**src/rtl/muldiv_unit.sv**
```systemverilog
// Iterative RV32M multiply/divide unit.
// One M-extension op per valid/ready handshake; 32-step shift-add multiply or
// restoring divide on operand magnitudes, sign fixed up on the final step.
// The result is held in DONE until the execute stage consumes it.
module muldiv_unit (
    input  logic        clk_i,
    input  logic        reset_i,
    input  logic        req_valid_i,
    input  logic [2:0]  req_op_i,
    input  logic [31:0] req_op1_i,
    input  logic [31:0] req_op2_i,
    input  logic        flush_i,
    output logic        req_ready_o,
    output logic        busy_o,
    output logic        result_valid_o,
    output logic [31:0] result_o,
    input  logic        result_ready_i
);

    typedef logic [31:0] word_t;

    typedef enum logic [1:0] {
        ST_IDLE = 2'd0,
        ST_MUL  = 2'd1,
        ST_DIV  = 2'd2,
        ST_DONE = 2'd3
    } state_t;

    // Two's-complement negate when neg is set, otherwise pass through.
    function automatic word_t magnitude(input word_t v, input logic neg);
        return neg ? (32'd0 - v) : v;
    endfunction

    state_t      state_r, state_n;
    logic [4:0]  count_r, count_n;
    logic [63:0] acc_r, acc_n;
    word_t       opnd_r, opnd_n;
    logic [2:0]  op_r, op_n;
    logic        neg_res_r, neg_res_n;
    logic        neg_rem_r, neg_rem_n;
    word_t       result_r, result_n;
    logic        ready_r, busy_r, valid_r;

    logic        op1_signed_s, op2_signed_s;
    logic        neg1_s, neg2_s;
    word_t       mag1_s, mag2_s;
    logic        div_zero_s, div_ovf_s;
    logic [32:0] mul_sum_s;
    logic [63:0] mul_acc_s;
    logic [63:0] prod_s;
    logic [32:0] div_rem_s;
    word_t       div_diff_s;
    logic        div_ge_s;
    logic [63:0] div_acc_s;
    word_t       quot_s, rem_s;

    // Classify the incoming request: operand signedness, magnitudes, special cases.
    always_comb begin
        op1_signed_s = 1'b0;
        op2_signed_s = 1'b0;
        case (req_op_i)
            3'd1, 3'd4, 3'd6: begin
                op1_signed_s = 1'b1;
                op2_signed_s = 1'b1;
            end
            3'd2: begin
                op1_signed_s = 1'b1;
                op2_signed_s = 1'b0;
            end
            default: begin
                op1_signed_s = 1'b0;
                op2_signed_s = 1'b0;
            end
        endcase
        neg1_s     = op1_signed_s & req_op1_i[31];
        neg2_s     = op2_signed_s & req_op2_i[31];
        mag1_s     = magnitude(req_op1_i, neg1_s);
        mag2_s     = magnitude(req_op2_i, neg2_s);
        div_zero_s = (req_op2_i == 32'd0);
        // Only DIV/REM (ops 4 and 6) are signed on op2 among the divide ops.
        div_ovf_s  = req_op_i[2] && op2_signed_s &&
                     (req_op1_i == 32'h8000_0000) && (req_op2_i == 32'hFFFF_FFFF);
    end

    // One iteration of each datapath plus the sign-corrected final values.
    always_comb begin
        // Multiply: multiplier sits in acc low half and shifts out LSB first.
        mul_sum_s  = {1'b0, acc_r[63:32]} + (acc_r[0] ? {1'b0, opnd_r} : 33'd0);
        mul_acc_s  = {mul_sum_s, acc_r[31:1]};
        prod_s     = neg_res_r ? (64'd0 - mul_acc_s) : mul_acc_s;
        // Divide: shift remainder:quotient left, trial-subtract the divisor.
        div_rem_s  = acc_r[63:31];
        div_ge_s   = (div_rem_s >= {1'b0, opnd_r});
        div_diff_s = div_rem_s[31:0] - opnd_r;
        div_acc_s  = div_ge_s ? {div_diff_s, acc_r[30:0], 1'b1}
                              : {div_rem_s[31:0], acc_r[30:0], 1'b0};
        quot_s     = magnitude(div_acc_s[31:0], neg_res_r);
        rem_s      = magnitude(div_acc_s[63:32], neg_rem_r);
    end

    // Next-state and next-datapath decode; flush overrides everything.
    always_comb begin
        state_n   = state_r;
        count_n   = count_r;
        acc_n     = acc_r;
        opnd_n    = opnd_r;
        op_n      = op_r;
        neg_res_n = neg_res_r;
        neg_rem_n = neg_rem_r;
        result_n  = result_r;
        if (flush_i) begin
            state_n = ST_IDLE;
        end else begin
            case (state_r)
                ST_IDLE: begin
                    if (req_valid_i) begin
                        op_n      = req_op_i;
                        count_n   = 5'd0;
                        neg_res_n = neg1_s ^ neg2_s;
                        neg_rem_n = neg1_s;
                        if (req_op_i[2]) begin
                            if (div_zero_s) begin
                                result_n = req_op_i[1] ? req_op1_i : 32'hFFFF_FFFF;
                                state_n  = ST_DONE;
                            end else if (div_ovf_s) begin
                                result_n = req_op_i[1] ? 32'd0 : 32'h8000_0000;
                                state_n  = ST_DONE;
                            end else begin
                                acc_n   = {32'd0, mag1_s};
                                opnd_n  = mag2_s;
                                state_n = ST_DIV;
                            end
                        end else begin
                            acc_n   = {32'd0, mag2_s};
                            opnd_n  = mag1_s;
                            state_n = ST_MUL;
                        end
                    end else begin
                        state_n = ST_IDLE;
                    end
                end
                ST_MUL: begin
                    acc_n   = mul_acc_s;
                    count_n = count_r + 5'd1;
                    if (count_r == 5'd31) begin
                        result_n = (op_r == 3'd0) ? prod_s[31:0] : prod_s[63:32];
                        state_n  = ST_DONE;
                    end else begin
                        state_n = ST_MUL;
                    end
                end
                ST_DIV: begin
                    acc_n   = div_acc_s;
                    count_n = count_r + 5'd1;
                    if (count_r == 5'd31) begin
                        result_n = op_r[1] ? rem_s : quot_s;
                        state_n  = ST_DONE;
                    end else begin
                        state_n = ST_DIV;
                    end
                end
                ST_DONE: begin
                    if (result_ready_i) begin
                        state_n = ST_IDLE;
                    end else begin
                        state_n = ST_DONE;
                    end
                end
                default: begin
                    state_n = ST_IDLE;
                end
            endcase
        end
    end

    // State, datapath and output-flag registers.
    always_ff @(posedge clk_i or posedge reset_i) begin
        if (reset_i) begin
            state_r   <= ST_IDLE;
            count_r   <= 5'd0;
            acc_r     <= 64'd0;
            opnd_r    <= 32'd0;
            op_r      <= 3'd0;
            neg_res_r <= 1'b0;
            neg_rem_r <= 1'b0;
            result_r  <= 32'd0;
            ready_r   <= 1'b1;
            busy_r    <= 1'b0;
            valid_r   <= 1'b0;
        end else begin
            state_r   <= state_n;
            count_r   <= count_n;
            acc_r     <= acc_n;
            opnd_r    <= opnd_n;
            op_r      <= op_n;
            neg_res_r <= neg_res_n;
            neg_rem_r <= neg_rem_n;
            result_r  <= result_n;
            ready_r   <= (state_n == ST_IDLE);
            busy_r    <= (state_n != ST_IDLE);
            valid_r   <= (state_n == ST_DONE);
        end
    end

    assign req_ready_o    = ready_r;
    assign busy_o         = busy_r;
    assign result_valid_o = valid_r;
    assign result_o       = result_r;

endmodule

```
**config.mk**
```make
export PLATFORM = sky130hd
export DESIGN_NAME = muldiv_unit
export DESIGN_NICKNAME = d
export VERILOG_FILES = /design/src/rtl/muldiv_unit.sv
export SDC_FILE = /design/constraint.sdc
export NUM_CORES = 1
export LEC_CHECK = 0
export CORE_UTILIZATION = 38
export DETAILED_ROUTE_END_ITERATION = 10
export GPL_TIMING_DRIVEN = 0
export PLACE_DENSITY = 0.59
export SYNTH_ARGS = -nofsm -noshare
export SYNTH_HDL_FRONTEND = slang
export SYNTH_SLANG_ARGS = --single-unit
```
**constraint.sdc**
```tcl
create_clock -name clk_i -period 9.75 [get_ports clk_i]
set_clock_uncertainty 0.15 [all_clocks]
set_input_delay 0.975 -clock clk_i [delete_from_list [all_inputs] [get_ports clk_i]]
set_output_delay 0.975 -clock clk_i [all_outputs]
set_load 0.02 [all_outputs]
```
==> summary.txt, run 1 <==
Drt
  • Routed wire per std cell: a little under 30 microns
  • DRC viols: 0
  • Antenna-violating nets left: 0
  • WL final: approximately 96000 microns
  • Number of detailed-routing iterations run before antenna repair: 7
  • Via Count: 21100
  • DR iter-0 viols: roughly 2800
  • Vias/cell: roughly 6.6

Global routing
  • Largest net degree at the start of global routing: 78
  • Gr usage total: between 40% and 50%
  • Initial antenna violation count: 1
  • GRT overflow: 0
  • Number of global-route vias before repair: between 15000 and 20000
  • First-pass GRT wire length: approximately 140000 microns

Clock tree
  • Worst-path clk slew: around 0.070 ns
  • Longest Clk Path Bufs: 2
  • Root buffer cell: clkbuf_16
  • CTS buffer count: 17
  • CTS H-tree depth: 4
  • # resized after CTS: 0
  • CTS Hold Bufs: 0
  • Worst-skew pair later-pin latency: a little under 0.5 ns
  • Post-CTS Setup Repair Bufs: 0
  • Clock sinks: approximately 140
  • TritonCTS clock tree: yes

Logic synthesis
  • Post-synth EDFFs: 0
  • Synth Area per Inst: around 7 sq um
  • Seq/Total Area, Yosys: about a fifth
  • Mapped Nets: 2623
  • Post-synthesis cell area: between 15000 and 20000 sq um
  • Asr flop ratio synth: 100%
  • Ys flop type: dfrtp_1
  • Yosys reg bits: about 140
  • Yosys cell types: 96
  • Synthesis warning total: 0
  • Syn Inst Count: between 2000 and 2500

Placed design
  • Port Buf Inserts: approximately 110
  • DPL Wire Length: 77800 microns
  • GP Congestion: ~1

Timing
  • Final Max Slew Viols: 0
  • TNS Setup: 0 ns
  • Final worst path period share: approximately four fifths
  • Worst-Margin Slew: 1.30 ns
  • Max Clk Rate: about 130 MHz
  • Final setup fails: 0
  • Final Hold Vio Count: 0
  • RSZ-0062 raised after global routing: no
  • Min Clock Period, post-route: around 7.7 ns
  • Relative slew margins: about an eighth
  • Min Hold Slack: between 0.3 and 0.4 ns

Layout
  • Final Core Density: a little over two fifths
  • Share of cells above drive strength 1: under 10%
  • Post-layout net count: around 2800
  • Area delta synth->final: 14.1%

Worst setup path
  • Setup Crit Path Kind: register to register
  • FF-to-FF setup slack: between 2 and 2.5 ns
  • CP max-delay cell: a311oi_1
  • Worst EP required: slightly below 10 ns
  • Critical R2R Launch: acc_r[37]
  • CP endpoint kind: register
  • Max FO, Critical Path: 10
  • Crit path launch type: register
  • Buf+Inv Stages, Crit Path: 6
  • Crit path largest cell delay: 0.90 ns
  • R2R cell count: 19
  • CP arrival: ~7.8 ns
  • Top delay family on crit path: buffers and inverters
  • Cells along the critical path: ha_1 > a21oi_2 > o21a_1 > o22ai_1 > o31ai_4 > nand2_4 > inv_2 > clkbuf_1 > buf_1 > buf_1 > clkbuf_1 > ha_1 > inv_1 > nand2_1 > xnor2_1 > nor2_1 > a211oi_1 > a311oi_1 > o21ai_0
  • Worst R2R End: result_o[2]

Worst hold path
  • Worst Hold Depth: 1
  • Min-delay src: result_o[6]
  • Min-delay worst type: register to register
  • Hold EP: result_o[6]

Floorplan
  • Initial Util: approximately two fifths
  • Core box area: about 45000 sq um
  • Die area: about 47000 sq um
  • Rows: a little under 80
  • Die Ht: 217 microns
  • Die Width: 217 microns
  • Io pins: ~110

Power
  • Leak Pwr: 7.93 nW
  • Worst vdd ir: 171 uV
  • PwrDens: about 270 nW/um^2

Run status
  • Status: finished clean

Job
  • Max-Cap Viols: 0
==> per-layer routing <==
layer	vias up	global-route usage, %	part of all wire [%]
met2	1309	61.7	43
met1	10300	53.4	42
met4	2	19.5	5.2
met3	236	9.39	10
met5	-	0	0.010
li1	9335	-	-
==> flip-flops by register name (all words and copies together), names as in the netlist <==
name,cells
neg_rem_r,1
result_o,32
busy_o,1
neg_res_r,1
opnd_r,32
req_ready_o,1
op_r,3
count_r,5
result_valid_o,1
acc_r,64
state_r,2
==> cell usage after synthesis (14+ instances only) <==
master | n | area [sq um]
xor2_1 | 80 | 701
o211ai_1 | 26 | 195
buf_1 | 15 | 56.3
ha_1 | 75 | 938
or4_1 | 20 | 150
o31ai_1 | 65 | 488
a221oi_1 | 21 | 184
xnor2_1 | 105 | 920
a211oi_1 | 17 | 128
nor3_1 | 57 | 285
dfrtp_1 | 142 | 3550
nand2b_1 | 14 | 87.6
nand2_1 | 360 | 1350
a22oi_1 | 19 | 143
nand3_1 | 48 | 240
mux2_2 | 15 | 169
nor4_1 | 27 | 169
o21ai_0 | 268 | 1340
clkbuf_1 | 152 | 571
and3_1 | 15 | 93.8
buf_2 | 22 | 110
inv_1 | 72 | 270
nor2_1 | 223 | 837
mux2i_1 | 26 | 260
and2_1 | 22 | 138
a21oi_1 | 185 | 926
or2_2 | 16 | 100
or3_1 | 34 | 213
o41ai_1 | 16 | 140
nand4_1 | 37 | 231
a221o_1 | 31 | 310
a21o_1 | 20 | 150
o21a_1 | 22 | 165
a31oi_1 | 20 | 125
==> area by class of cell <==
type                    instances  area, sq um
diodes                          2         5.00
clock inverters                14          169
repair buffers                108         1090
inverters                      75          287
flip-flops and latches        143         3580
plain buffers                 191          753
clock buffers                  18          439
multi-input cells            2065        12900
fillers                      4838        25500
well taps                     600          751
==> cells in the final DEF (no fill, tap or decap), types with 27 or more instances in the layout <==
cell type,n
or3_1,34
nor3_1,57
ha_1,75
nand2_1,360
clkdlybuf4s50_1,106
a221o_1,31
nand4_1,37
nor2_1,223
clkbuf_1,152
xnor2_1,105
dfrtp_1,142
inv_1,71
a21oi_1,185
xor2_1,80
nor4_1,27
nand3_1,48
o31ai_1,65
o21ai_0,268
==> kinds of logic after synthesis <==
family | count (synthesis) | share of synthesized area [%]
multiplexers | 44 | 2.75
adder cells (fa/ha/maj) | 77 | 5.58
XOR/XNOR | 185 | 9.24
AND/OR/NAND/NOR | 928 | 25.0
flip-flops | 143 | 20.4
buffers and inverters | 266 | 5.90
AO/OA/AOI/OAI | 831 | 31.1
==> stage by stage <==
step           setup WS [ns]  area, sq um  instances  power (W)
6_report                2.09        20000       3216    0.00546
5_1_grt                 1.79        20000       3214    0.00570
4_1_cts                 2.33        20000       3214    0.00531
3_5_place_dp            2.40        19400       3182    0.00460
3_3_place_gp            2.35        19300       3180    0.00459
2_1_floorplan           4.76        17500       2474    0.00318
==> power by group <==
group          switching (W)  internal (W)  total (W)
clock               0.000327      0.000372   0.000700
combinational        0.00268       0.00115    0.00384
sequential          0.000139      0.000784   0.000923
==> worst max path at each step <==
stage / start / slack (ns) / end / cells past startpoint
global placement: acc_r[37] / 2.35 / result_o[2] / 19
detailed placement: acc_r[37] / 2.40 / result_o[2] / 19
finish: acc_r[37] / 2.09 / result_o[2] / 19
CTS: acc_r[37] / 2.33 / result_o[2] / 19
floorplan: acc_r[0] / 4.76 / result_o[30] / 17
global route: opnd_r[15] / 1.79 / result_o[2] / 21
(Power assumes the default switching activity.)
==> run 2: changes to the inputs <==
Clock period 9.75 ns to 7.05 ns, I/O delays scaled along.
==> summary.txt, run 2 (synthesized netlist as in run 1, its figures left out) <==
Run status
  • Status: finished clean (unchanged)

Placed design
  • GP Congestion: 1.01 (unchanged)
  • Area post-placement: 19400 sq um (unchanged)
  • DPL Wire Length: 77800 microns (unchanged)
  • Port Buf Inserts: 106 (unchanged)
  • Cell total after placement: 3182 (unchanged)
  • DP Worst Slack: -0.299 ns (was 2.40 ns)

Global routing
  • Initial antenna violation count: 2 (was 1)
  • First-pass GRT wire length: 137000 microns (about the same)
  • Gr usage total: 40.4% (about the same)
  • GRT overflow: 0 (unchanged)
  • Largest net degree at the start of global routing: 78 (unchanged)
  • Number of global-route vias before repair: 19600 (about the same)

Timing
  • Final worst path period share: 97.6% (was 78.5%)
  • Max Clk Rate: 145 MHz (was 131 MHz)
  • RSZ-0062 raised after global routing: no (unchanged)
  • Min Clock Period, post-route: 6.88 ns (was 7.66 ns)
  • TNS Setup: 0 ns (unchanged)
  • Final Max Slew Viols: 0 (unchanged)
  • Worst-Margin Slew: 1.38 ns (was 1.30 ns)
  • Relative slew margins: 7.00% (was 12.6%)
  • Final setup fails: 0 (unchanged)
  • Final Hold Vio Count: 0 (unchanged)
  • Post-layout worst setup margin: 0.170 ns (was 2.09 ns)

Worst hold path
  • Hold EP: result_o[6] (unchanged)
  • Min-delay src: result_o[6] (unchanged)
  • Worst Hold Depth: 1 (unchanged)
  • Min-delay worst type: register to register (unchanged)

Clock tree
  • Longest Clk Path Bufs: 2 (unchanged)
  • CTS buffer count: 17 (unchanged)
  • CTS H-tree depth: 4 (unchanged)
  • Post-CTS Setup Repair Bufs: 0 (unchanged)
  • Worst-path clk slew: 0.07 ns (about the same)
  • TritonCTS clock tree: yes (unchanged)
  • Worst-skew pair later-pin latency: 0.49 ns (about the same)
  • Clock sinks: 143 (unchanged)
  • CTS Hold Bufs: 0 (unchanged)
  • Root buffer cell: clkbuf_16 (unchanged)

Drt
  • DRC viols: 0 (unchanged)
  • Via Count: 21100 (about the same)
  • Number of detailed-routing iterations run before antenna repair: 5 (was 7)
  • Routed wire per std cell: 29.8 microns (about the same)
  • WL final: 95900 microns (was 95800 microns)
  • Vias/cell: 6.55 (was 6.57)
  • Antenna-violating nets left: 0 (unchanged)
  • DR iter-0 viols: 2637 (was 2818)

Power
  • Leak Pwr: 7.93 nW (about the same)
  • PwrDens: 378 nW/um^2 (was 273 nW/um^2)
  • Worst vdd ir: 236 uV (was 171 uV)

Layout
  • Share of cells above drive strength 1: 5.17% (was 5.09%)
  • Commonest non-fill, non-tap cell in the layout: nand2_1 (unchanged)
  • Post-route insts no fill: 3214 (was 3216)
  • Area delta synth->final: 14.1% (unchanged)
  • Post-layout net count: 2748 (was 2750)
  • Max FFs per register: 64 (unchanged)
  • Biggest register: acc_r (unchanged)
  • Fillers: 4843 (was 4838)
  • Commonest non-fill, non-tap cells in the layout: nand2_1 (360), o21ai_0 (268), nor2_1 (223) (unchanged)
  • Final instance area: 20000 sq um (unchanged)
  • Final Core Density: 44.0% (unchanged)

Floorplan
  • Initial Util: 38.5% (unchanged)
  • Rows: 78 (unchanged)
  • Die Ht: 217 microns (unchanged)
  • Die area: 47000 sq um (unchanged)
  • Core box area: 45500 sq um (unchanged)
  • Io pins: 107 (unchanged)
  • Die Width: 217 microns (unchanged)

Worst setup path
  • FF-to-FF setup slack: 0.17 ns (was 2.09 ns)
  • Worst R2R End: result_o[28] (was result_o[2])
  • R2R cell count: 19 (unchanged)
  • Setup Crit Path Kind: register to register (unchanged)
  • Max FO, Critical Path: 16 (was 10)
  • CP endpoint kind: register (unchanged)
  • Critical R2R Launch: acc_r[37] (unchanged)
  • CP arrival: 7.08 ns (was 7.81 ns)
  • Crit path launch type: register (unchanged)
  • Worst EP required: 7.25 ns (was 9.91 ns)

Job
  • Max-Cap Viols: 0 (unchanged)
-- run 2: cell type report --
class	count	area (sq um)	area share, %
tap	600	751	3.75
timing repair buffer	108	1090	5.47
clock inverter	14	169	0.845
multi-input combinational	2065	12900	64.6
sequential	143	3580	17.9
inverter	75	287	1.43
clock buffer	18	439	2.20
buffer	189	747	3.74
antenna	2	5.00	0.0250
-- run 2: through the flow --
stage          total power [W]  hold slack (ns)
6_report               0.00755            0.329
5_1_grt                0.00789            0.355
4_1_cts                0.00735            0.334
3_5_place_dp           0.00636            0.317
3_3_place_gp           0.00635            0.310
2_1_floorplan          0.00440            0.294
-- run 2: per-layer routing --
| layer | vias up | GRT usage [%] | wire, microns |
|---|---|---|---|
| li1 | 9322 | - | - |
| met1 | 10300 | 54.0 | 40300 |
| met2 | 1222 | 61.4 | 41000 |
| met3 | 225 | 8.76 | 9360 |
| met4 | 2 | 19.6 | 5260 |
| met5 | - | 0 | 19 |
-- run 2: report_power, final --
part / switching, W / total (W) / leakage (nW) / internal [W]
registers: 0.000207 / 0.00129 / 1.86 / 0.00108
clock network: 0.000451 / 0.000966 / 0.299 / 0.000515
logic: 0.00370 / 0.00529 / 5.76 / 0.00160
total: 0.00435 / 0.00755 / 7.93 / 0.00320
-- run 2: timing repair --
action                     in CTS  in global routing
pin swaps                       0                  0
setup endpoints to repair       2                  5
gates resized for setup         1                  2
-- run 2: worst max path at each step --
stage | end | startpoint | cells after the start
3_5_place_dp | result_o[2] | acc_r[37] | 19
3_3_place_gp | result_o[2] | acc_r[37] | 19
5_1_grt | result_o[28] | opnd_r[15] | 21
4_1_cts | result_o[30] | acc_r[0] | 17
2_1_floorplan | result_o[30] | acc_r[0] | 17
6_report | result_o[28] | acc_r[37] | 19
-- run 2: worst max-delay path: stages, from the launching register on --
cell and delay (ns):
dfrtp_1 0.51, ha_1 0.45, a21oi_2 0.28, o21a_1 0.31, o22ai_1 0.29, o31ai_4 0.56
nand2_4 0.14, inv_2 0.36, buf_1 0.57, buf_1 0.54, clkbuf_2 0.40, ha_1 0.37
inv_1 0.24, or2_2 0.40, o21ai_0 0.22, xnor2_1 0.09, o21ai_0 0.31, nand2_1 0.09
o211ai_1 0.29, o211ai_1 0.16
